## src/rtl/branch_hazard_ctrl_pkg.sv

```systemverilog
// Shared types for the ID-stage branch hazard controller: scoreboard entry layout,
// forward-select encoding and the Tnew saturating decrement.
package branch_hazard_ctrl_pkg;

   localparam int REG_AW = 5;
   localparam int TNEW_W = 2;

   typedef logic [REG_AW-1:0] reg_addr_t;
   typedef logic [TNEW_W-1:0] tnew_t;

   typedef struct packed {
      logic      valid;
      reg_addr_t waddr;
      tnew_t     tnew;
   } sb_entry_t;

   typedef enum logic [1:0] {
      FWD_RF  = 2'd0,
      FWD_MEM = 2'd1,
      FWD_EX  = 2'd2
   } fwd_sel_e;

   function automatic tnew_t sat_dec(input tnew_t t);
      return (t == '0) ? t : tnew_t'(t - 1'b1);
   endfunction

endpackage

```

## src/rtl/branch_hazard_ctrl_fwd_sel_unit.sv

```systemverilog
// Per-operand forward selection: finds the youngest in-flight writer of src and
// reports where the value comes from and whether it is available yet.
module fwd_sel_unit
   import branch_hazard_ctrl_pkg::*;
(
   input  reg_addr_t src,
   input  sb_entry_t ex_slot,
   input  sb_entry_t mem_slot,
   output fwd_sel_e  sel,
   output logic      ready
);

   logic ex_hit;
   logic mem_hit;

   assign ex_hit  = ex_slot.valid  && (ex_slot.waddr  == src) && (src != '0);
   assign mem_hit = mem_slot.valid && (mem_slot.waddr == src) && (src != '0);

   // NOTE: every output gets a default first so no path through the block infers a latch.
   always_comb begin
      sel   = FWD_RF;
      ready = 1'b1;
      if (ex_hit) begin
         sel   = FWD_EX;
         ready = (ex_slot.tnew == '0);
      end else if (mem_hit) begin
         sel   = FWD_MEM;
         ready = (mem_slot.tnew == '0);
      end
   end

endmodule

```

## src/rtl/branch_hazard_ctrl.sv

```systemverilog
// ID-stage branch hazard controller: EX/MEM Tnew scoreboard, comparator operand
// forwarding, stall and taken decision, and saturating performance counters.
module branch_hazard_ctrl
   import branch_hazard_ctrl_pkg::*;
#(
   parameter int CNT_W = 32
) (
   input  logic              clk,
   input  logic              reset,
   input  logic              ext_hold,
   input  logic              id_valid,
   input  logic              id_is_branch,
   input  logic              id_is_bne,
   input  logic [REG_AW-1:0] id_rs,
   input  logic [REG_AW-1:0] id_rt,
   input  logic              id_wr_en,
   input  logic [REG_AW-1:0] id_waddr,
   input  logic [TNEW_W-1:0] id_tnew,
   input  logic [31:0]       rf_rs_data,
   input  logic [31:0]       rf_rt_data,
   input  logic [31:0]       ex_fwd_data,
   input  logic [31:0]       mem_fwd_data,
   input  logic              cmp_equal,
   output logic [31:0]       cmp_a,
   output logic [31:0]       cmp_b,
   output logic              stall,
   output logic              br_taken,
   output logic [CNT_W-1:0]  branch_cnt,
   output logic [CNT_W-1:0]  taken_cnt,
   output logic [CNT_W-1:0]  stall_cnt
);

   sb_entry_t ex_q;
   sb_entry_t mem_q;
   sb_entry_t id_entry;
   sb_entry_t mem_next;
   fwd_sel_e  rs_sel;
   fwd_sel_e  rt_sel;
   logic      rs_ready;
   logic      rt_ready;
   logic      is_branch;
   logic      resolved;

   function automatic logic [CNT_W-1:0] sat_inc(input logic [CNT_W-1:0] c);
      return (c == '1) ? c : c + 1'b1;
   endfunction

   function automatic logic [31:0] fwd_mux(input fwd_sel_e s, input logic [31:0] rf_d,
                                           input logic [31:0] ex_d, input logic [31:0] mem_d);
      case (s)
         FWD_EX:  return ex_d;
         FWD_MEM: return mem_d;
         default: return rf_d;
      endcase
   endfunction

   fwd_sel_unit u_rs_sel (
      .src      (id_rs),
      .ex_slot  (ex_q),
      .mem_slot (mem_q),
      .sel      (rs_sel),
      .ready    (rs_ready)
   );

   fwd_sel_unit u_rt_sel (
      .src      (id_rt),
      .ex_slot  (ex_q),
      .mem_slot (mem_q),
      .sel      (rt_sel),
      .ready    (rt_ready)
   );

   // Branches consume operands in ID (Tuse=0), so any not-yet-ready source stalls.
   assign is_branch = id_valid & id_is_branch;
   assign stall     = is_branch & ~(rs_ready & rt_ready);
   assign resolved  = is_branch & ~stall;
   assign br_taken  = resolved & ~ext_hold & (cmp_equal ^ id_is_bne);

   assign cmp_a = fwd_mux(rs_sel, rf_rs_data, ex_fwd_data, mem_fwd_data);
   assign cmp_b = fwd_mux(rt_sel, rf_rt_data, ex_fwd_data, mem_fwd_data);

   assign id_entry.valid = id_valid & id_wr_en & (id_waddr != '0);
   assign id_entry.waddr = id_waddr;
   assign id_entry.tnew  = id_tnew;

   assign mem_next.valid = ex_q.valid;
   assign mem_next.waddr = ex_q.waddr;
   assign mem_next.tnew  = sat_dec(ex_q.tnew);

   // NOTE: whole entries are cleared on reset, not just the valid bits, so stale
   // address/tnew fields never reach the comparators as X in simulation.
   always_ff @(posedge clk) begin
      if (reset) begin
         ex_q       <= '0;
         mem_q      <= '0;
         branch_cnt <= '0;
         taken_cnt  <= '0;
         stall_cnt  <= '0;
      end else if (!ext_hold) begin
         mem_q <= mem_next;
         ex_q  <= stall ? sb_entry_t'('0) : id_entry;
         if (resolved) branch_cnt <= sat_inc(branch_cnt);
         if (br_taken) taken_cnt  <= sat_inc(taken_cnt);
         if (stall)    stall_cnt  <= sat_inc(stall_cnt);
      end
   end

endmodule

```

## config.mk

```make
export PLATFORM = sky130hd
export DESIGN_NAME = branch_hazard_ctrl
export DESIGN_NICKNAME = d
export VERILOG_FILES = /design/src/rtl/branch_hazard_ctrl_pkg.sv /design/src/rtl/branch_hazard_ctrl_fwd_sel_unit.sv /design/src/rtl/branch_hazard_ctrl.sv
export SDC_FILE = /design/constraint.sdc
export NUM_CORES = 1
export LEC_CHECK = 0
export BUFFER_PORTS_ARGS = -buffer_cell sky130_fd_sc_hd__buf_4
export CORE_ASPECT_RATIO = 0.75
export CORE_MARGIN = 2
export CORE_UTILIZATION = 28
export DETAILED_ROUTE_END_ITERATION = 10
export GPL_TIMING_DRIVEN = 0
export HOLD_SLACK_MARGIN = 0.02
export PLACE_DENSITY = 0.52
export SYNTH_ARGS = -nofsm -noshare
export SYNTH_HDL_FRONTEND = slang
export SYNTH_SLANG_ARGS = --single-unit
```

## constraint.sdc

```tcl
create_clock -name clk -period 3.2 [get_ports clk]
set_clock_uncertainty 0.2 [all_clocks]
set_input_delay 0.32 -clock clk [delete_from_list [all_inputs] [get_ports clk]]
set_output_delay 0.32 -clock clk [all_outputs]
set_load 0.01 [all_outputs]
```

==> impl_metrics.env <==
export IMPL_status="finished clean"
export IMPL_remaining_max_slew_budget_at_the_tightest_pin_pct=31.5
export IMPL_dp_cells=1568
export IMPL_boundaryPins=315
export IMPL_gp_routability_congestion=0.850
export IMPL_most_common_cell_in_the_synthesized_netlist="dfxtp_1"
export IMPL_post_dp_hpwl_um=24700
export IMPL_synth_area_leader_cell="dfxtp_1"
export IMPL_post_synthesis_xor_xnor_area_fraction_pct=2.69
export IMPL_tritoncts="done"
export IMPL_synth_top_family_by_area="simple AND/OR/NAND/NOR gates"
export IMPL_cp_common_cell="buf_4"
export IMPL_worst_path_max_delay_cell="nor4_4"
export IMPL_core_rowCount=50
export IMPL_total_number_of_yosys_warnings=0
export IMPL_core_box_area_um2=25000
export IMPL_layout_drive_gt1_share_pct=32.2
export IMPL_hold_path_startpoint="id_wr_en"
export IMPL_fill_cells=2643
export IMPL_postSynth_topFlopCell="dfxtp_1"
export IMPL_holdWs_ns=0.159
export IMPL_critPathLaunchType="flip-flop"
export IMPL_async_reset_ff_share_pct=0
export IMPL_r2r_setup_slack_ns=0.19
export IMPL_synth_fa_ha_area_share_pct=0.524
export IMPL_postLayoutCoreUtil_pct=41.8
export IMPL_route_final_wire_length_um=31400
export IMPL_first_pass_grt_wire_length_um=47300
export IMPL_max_freq_mhz=318
export IMPL_total_cts_buffers=9
export IMPL_regArea_um2=2250
export IMPL_clock_root_buffer="clkbuf_16"
export IMPL_synth_compound_gate_area_share_pct=21.5
export IMPL_min_period_over_period_pct=98.3
export IMPL_seq_area_frac_synth_pct=31.3
export IMPL_path_max_fanout=10
export IMPL_synth_area_um2=7160
export IMPL_route_detailed_wl_per_inst_um=19.7
export IMPL_tightest_slew_ns=1.02
export IMPL_ys_seq_elements=112
export IMPL_cp_max_stage_delay_ns=0.42
export IMPL_vdd_ir_drop_worst_v=0.000241
export IMPL_reg2reg_depth=9
export IMPL_hold_violations=0
export IMPL_postSynthNetCount=1072
export IMPL_via_count=8518
export IMPL_globalRouteOverflowTotal=0
export IMPL_clock_latency_ns=0.36
export IMPL_cap_viol_max_count=0
export IMPL_cp_end_kind="output pin"
export IMPL_count_of_pins_over_their_slew_limit=0
export IMPL_grt_max_degree=19
export IMPL_ordered_list_of_cells_on_the_worst_path="xnor2_1, nand4_1, nor4_4, buf_4, buf_4, mux2i_1, o21ai_0, buf_4"
export IMPL_netlist_cell_type_count=50
export IMPL_worst_ep_required_time_ns=2.68
export IMPL_detail_route_vias_per_cell=5.33
export IMPL_placed_area_um2=9940
export IMPL_power_per_cell_area_nw_per_um2=292
export IMPL_number_of_synthesized_flops_with_an_enable_pin=0
export IMPL_cellLeakagePower_uw=0.00384
export IMPL_cts_clk_slew_worst_paths_ns=0.08
export IMPL_antenna_violations_before_repair=2
export IMPL_post_synth_cell_area_avg_um2=7.82
export IMPL_synth_largest_type_area_fraction_pct=31.3
export IMPL_floorplan_initialDensity_pct=28.6
export IMPL_holdPathStages=3
export IMPL_first_global_vias=7921
export IMPL_worstHoldPathType="in2reg"
export IMPL_synth_top_cells_by_area="dfxtp_1 31%, mux2i_1 9.9%, o21ai_0 6.7%"
export IMPL_report_final_setup_viol=0
export IMPL_detail_route_drc_violations=0
export IMPL_synthCells=916
export IMPL_min_to="ex_q[7]$_SDFFE_PP0N_"
export IMPL_dieHeight_um=142
export IMPL_portBuffers=314
export IMPL_fin_nets=1409
export IMPL_ctsHtreeMaxLevel=3
export IMPL_timing_worst_setup_path_type="reg2out"
export IMPL_yosys_area_share_simple_pct=28.3
export IMPL_synth_mux_area_fraction_pct=11.3
export IMPL_drt_initial_drc_count=647
export IMPL_synth_commonest_cells="112 x dfxtp_1, 100 x nand2_1, 96 x o21ai_0, 86 x a21oi_1, 71 x mux2i_1"
export IMPL_syn_to_final_growth_pct=46.2
export IMPL_critical_path_reg2reg_startpoint="ex_q[6]$_SDFFE_PP0N_"
export IMPL_final_period_minus_worst_setup_slack_ns=3.15
export IMPL_clkSinkCount=112
export IMPL_fp_dieArea_um2=26900
export IMPL_globalRouteTotalUtil_pct=22.4
export IMPL_worst_endpoint_arrival_ns=2.63
export IMPL_max_clock_path_buffers=2
export IMPL_final_area_um2=10500
export IMPL_fp_dieW_um=189
export IMPL_ant_nets=0
export IMPL_drt_pass1_iterations=5
export IMPL_finish_cell_count_without_fillers=1598
export IMPL_multiInputGateArea_um2=4680
export IMPL_worstReg2RegEnd="branch_cnt[11]$_SDFFE_PP0P_"
==> logic make-up after synthesis <==
group	after synthesis
fa+ha+maj	3
compound gates	256
mux	80
xor+xnor	22
simple gates	369
buf+inv	74
flops	112
==> registers in the layout (all words and copies together) (netlist names) <==
register and count:
branch_cnt 32, stall_cnt 32, taken_cnt 32, ex_q 8, mem_q 8
==> cell usage in the layout (no fill, tap or decap), types with 2 or more instances in the layout <==
cell type,netlist,layout
or2_2,3,3
nor3b_1,2,2
a22o_1,9,9
and2_1,5,5
clkinv_4,0,2
xnor2_1,17,17
dfxtp_1,112,109
and4_1,7,7
buf_1,6,6
buf_4,2,323
nand3_1,45,45
mux2_2,9,9
buf_2,15,9
nand4_1,28,28
nor2_1,35,35
nand4b_1,2,2
o31ai_1,51,51
nor4_1,6,4
clkbuf_4,0,5
or4_1,52,52
a21oi_1,86,85
and3_1,21,21
o21ba_2,2,2
xor2_1,5,5
mux2i_1,71,71
o21ai_0,96,95
clkbuf_1,41,25
nand2_1,100,99
or3_1,36,36
diode_2,0,2
nor3_1,9,7
nor2b_1,11,10
dlygate4sd3_1,0,7
nor4_4,1,4
clkbuf_16,0,9
nor3_2,1,3
dfxtp_2,0,3
ha_1,3,3
clkbuf_2,0,16
inv_1,10,10
==> layer usage <==
metal / track usage, % / vias to the layer above / part of all wire, %
met2: 31.7 / 257 / 43
met1: 35.1 / 4121 / 51
met5: 0 / - / 0
li1: - / 4126 / -
met4: 3.70 / 0 / 0.46
met3: 3.87 / 14 / 5.8
==> worst max path at each step <==
stage                                   start  cells after the start                         to  slack, ns
floorplan                            id_rs[1]                      8                      stall       0.62
global placement    stall_cnt[0]$_SDFFE_PP0P_                     10  stall_cnt[1]$_SDFFE_PP0P_      -0.29
detailed placement  stall_cnt[0]$_SDFFE_PP0P_                     10  stall_cnt[1]$_SDFFE_PP0P_      -0.24
CTS                     mem_q[6]$_SDFFE_PP0N_                      8                  cmp_a[18]       0.02
global route            mem_q[5]$_SDFFE_PP0N_                     10                      stall     -0.003
finish                  mem_q[6]$_SDFFE_PP0N_                      8                  cmp_b[15]       0.05
==> critical path: cells and delay by family, from the launching register on <==
| kind | cells | cell delay, ns |
|---|---|---|
| simple gates | 2 | 0.60 |
| compound gates | 1 | 0.15 |
| buf+inv | 3 | 0.71 |
| flops | 1 | 0.35 |
| mux | 1 | 0.29 |
| xor+xnor | 1 | 0.17 |
==> through the flow <==
stage	worst slack [ns]	total power (uW)	setup TNS [ns]
2_1_floorplan	0.616	1590	0
3_3_place_gp	-0.295	1890	-6.59
3_5_place_dp	-0.245	1890	-5.73
4_1_cts	0.0227	3090	0
5_1_grt	-0.00261	3160	-0.00261
6_report	0.0540	3050	0
==> where the power goes <==
part	switching [uW]	total, uW	internal [uW]	leakage, uW
Sequential	15.0	1420	1400	0.000905
Clock	566	1180	618	0.000142
Combinational	211	451	240	0.00279
==> layout make-up <==
| cell class | instances | share of cell area (%) |
|---|---|---|
| clock inverters | 5 | 0.634 |
| plain buffers | 64 | 2.99 |
| inverters | 10 | 0.359 |
| flip-flops and latches | 112 | 21.5 |
| clock buffers | 11 | 2.22 |
| multi-input cells | 730 | 44.7 |
| well taps | 338 | 4.04 |
| diodes | 2 | 0.0478 |
| repair buffers | 326 | 23.6 |
==> repair_timing <==
| item | 4_1_cts | 5_1_grt |
|---|---|---|
| pin swaps | 3 | 3 |
| gates resized for setup | 22 | 29 |
| hold buffers | 7 | 0 |
| setup endpoints to repair | 102 | 67 |
| cloned | 0 | 0 |
| setup buffers | 4 | 1 |
| hold endpoints to repair | 7 | 0 |
Note: power is estimated with default switching activity, not from simulation.
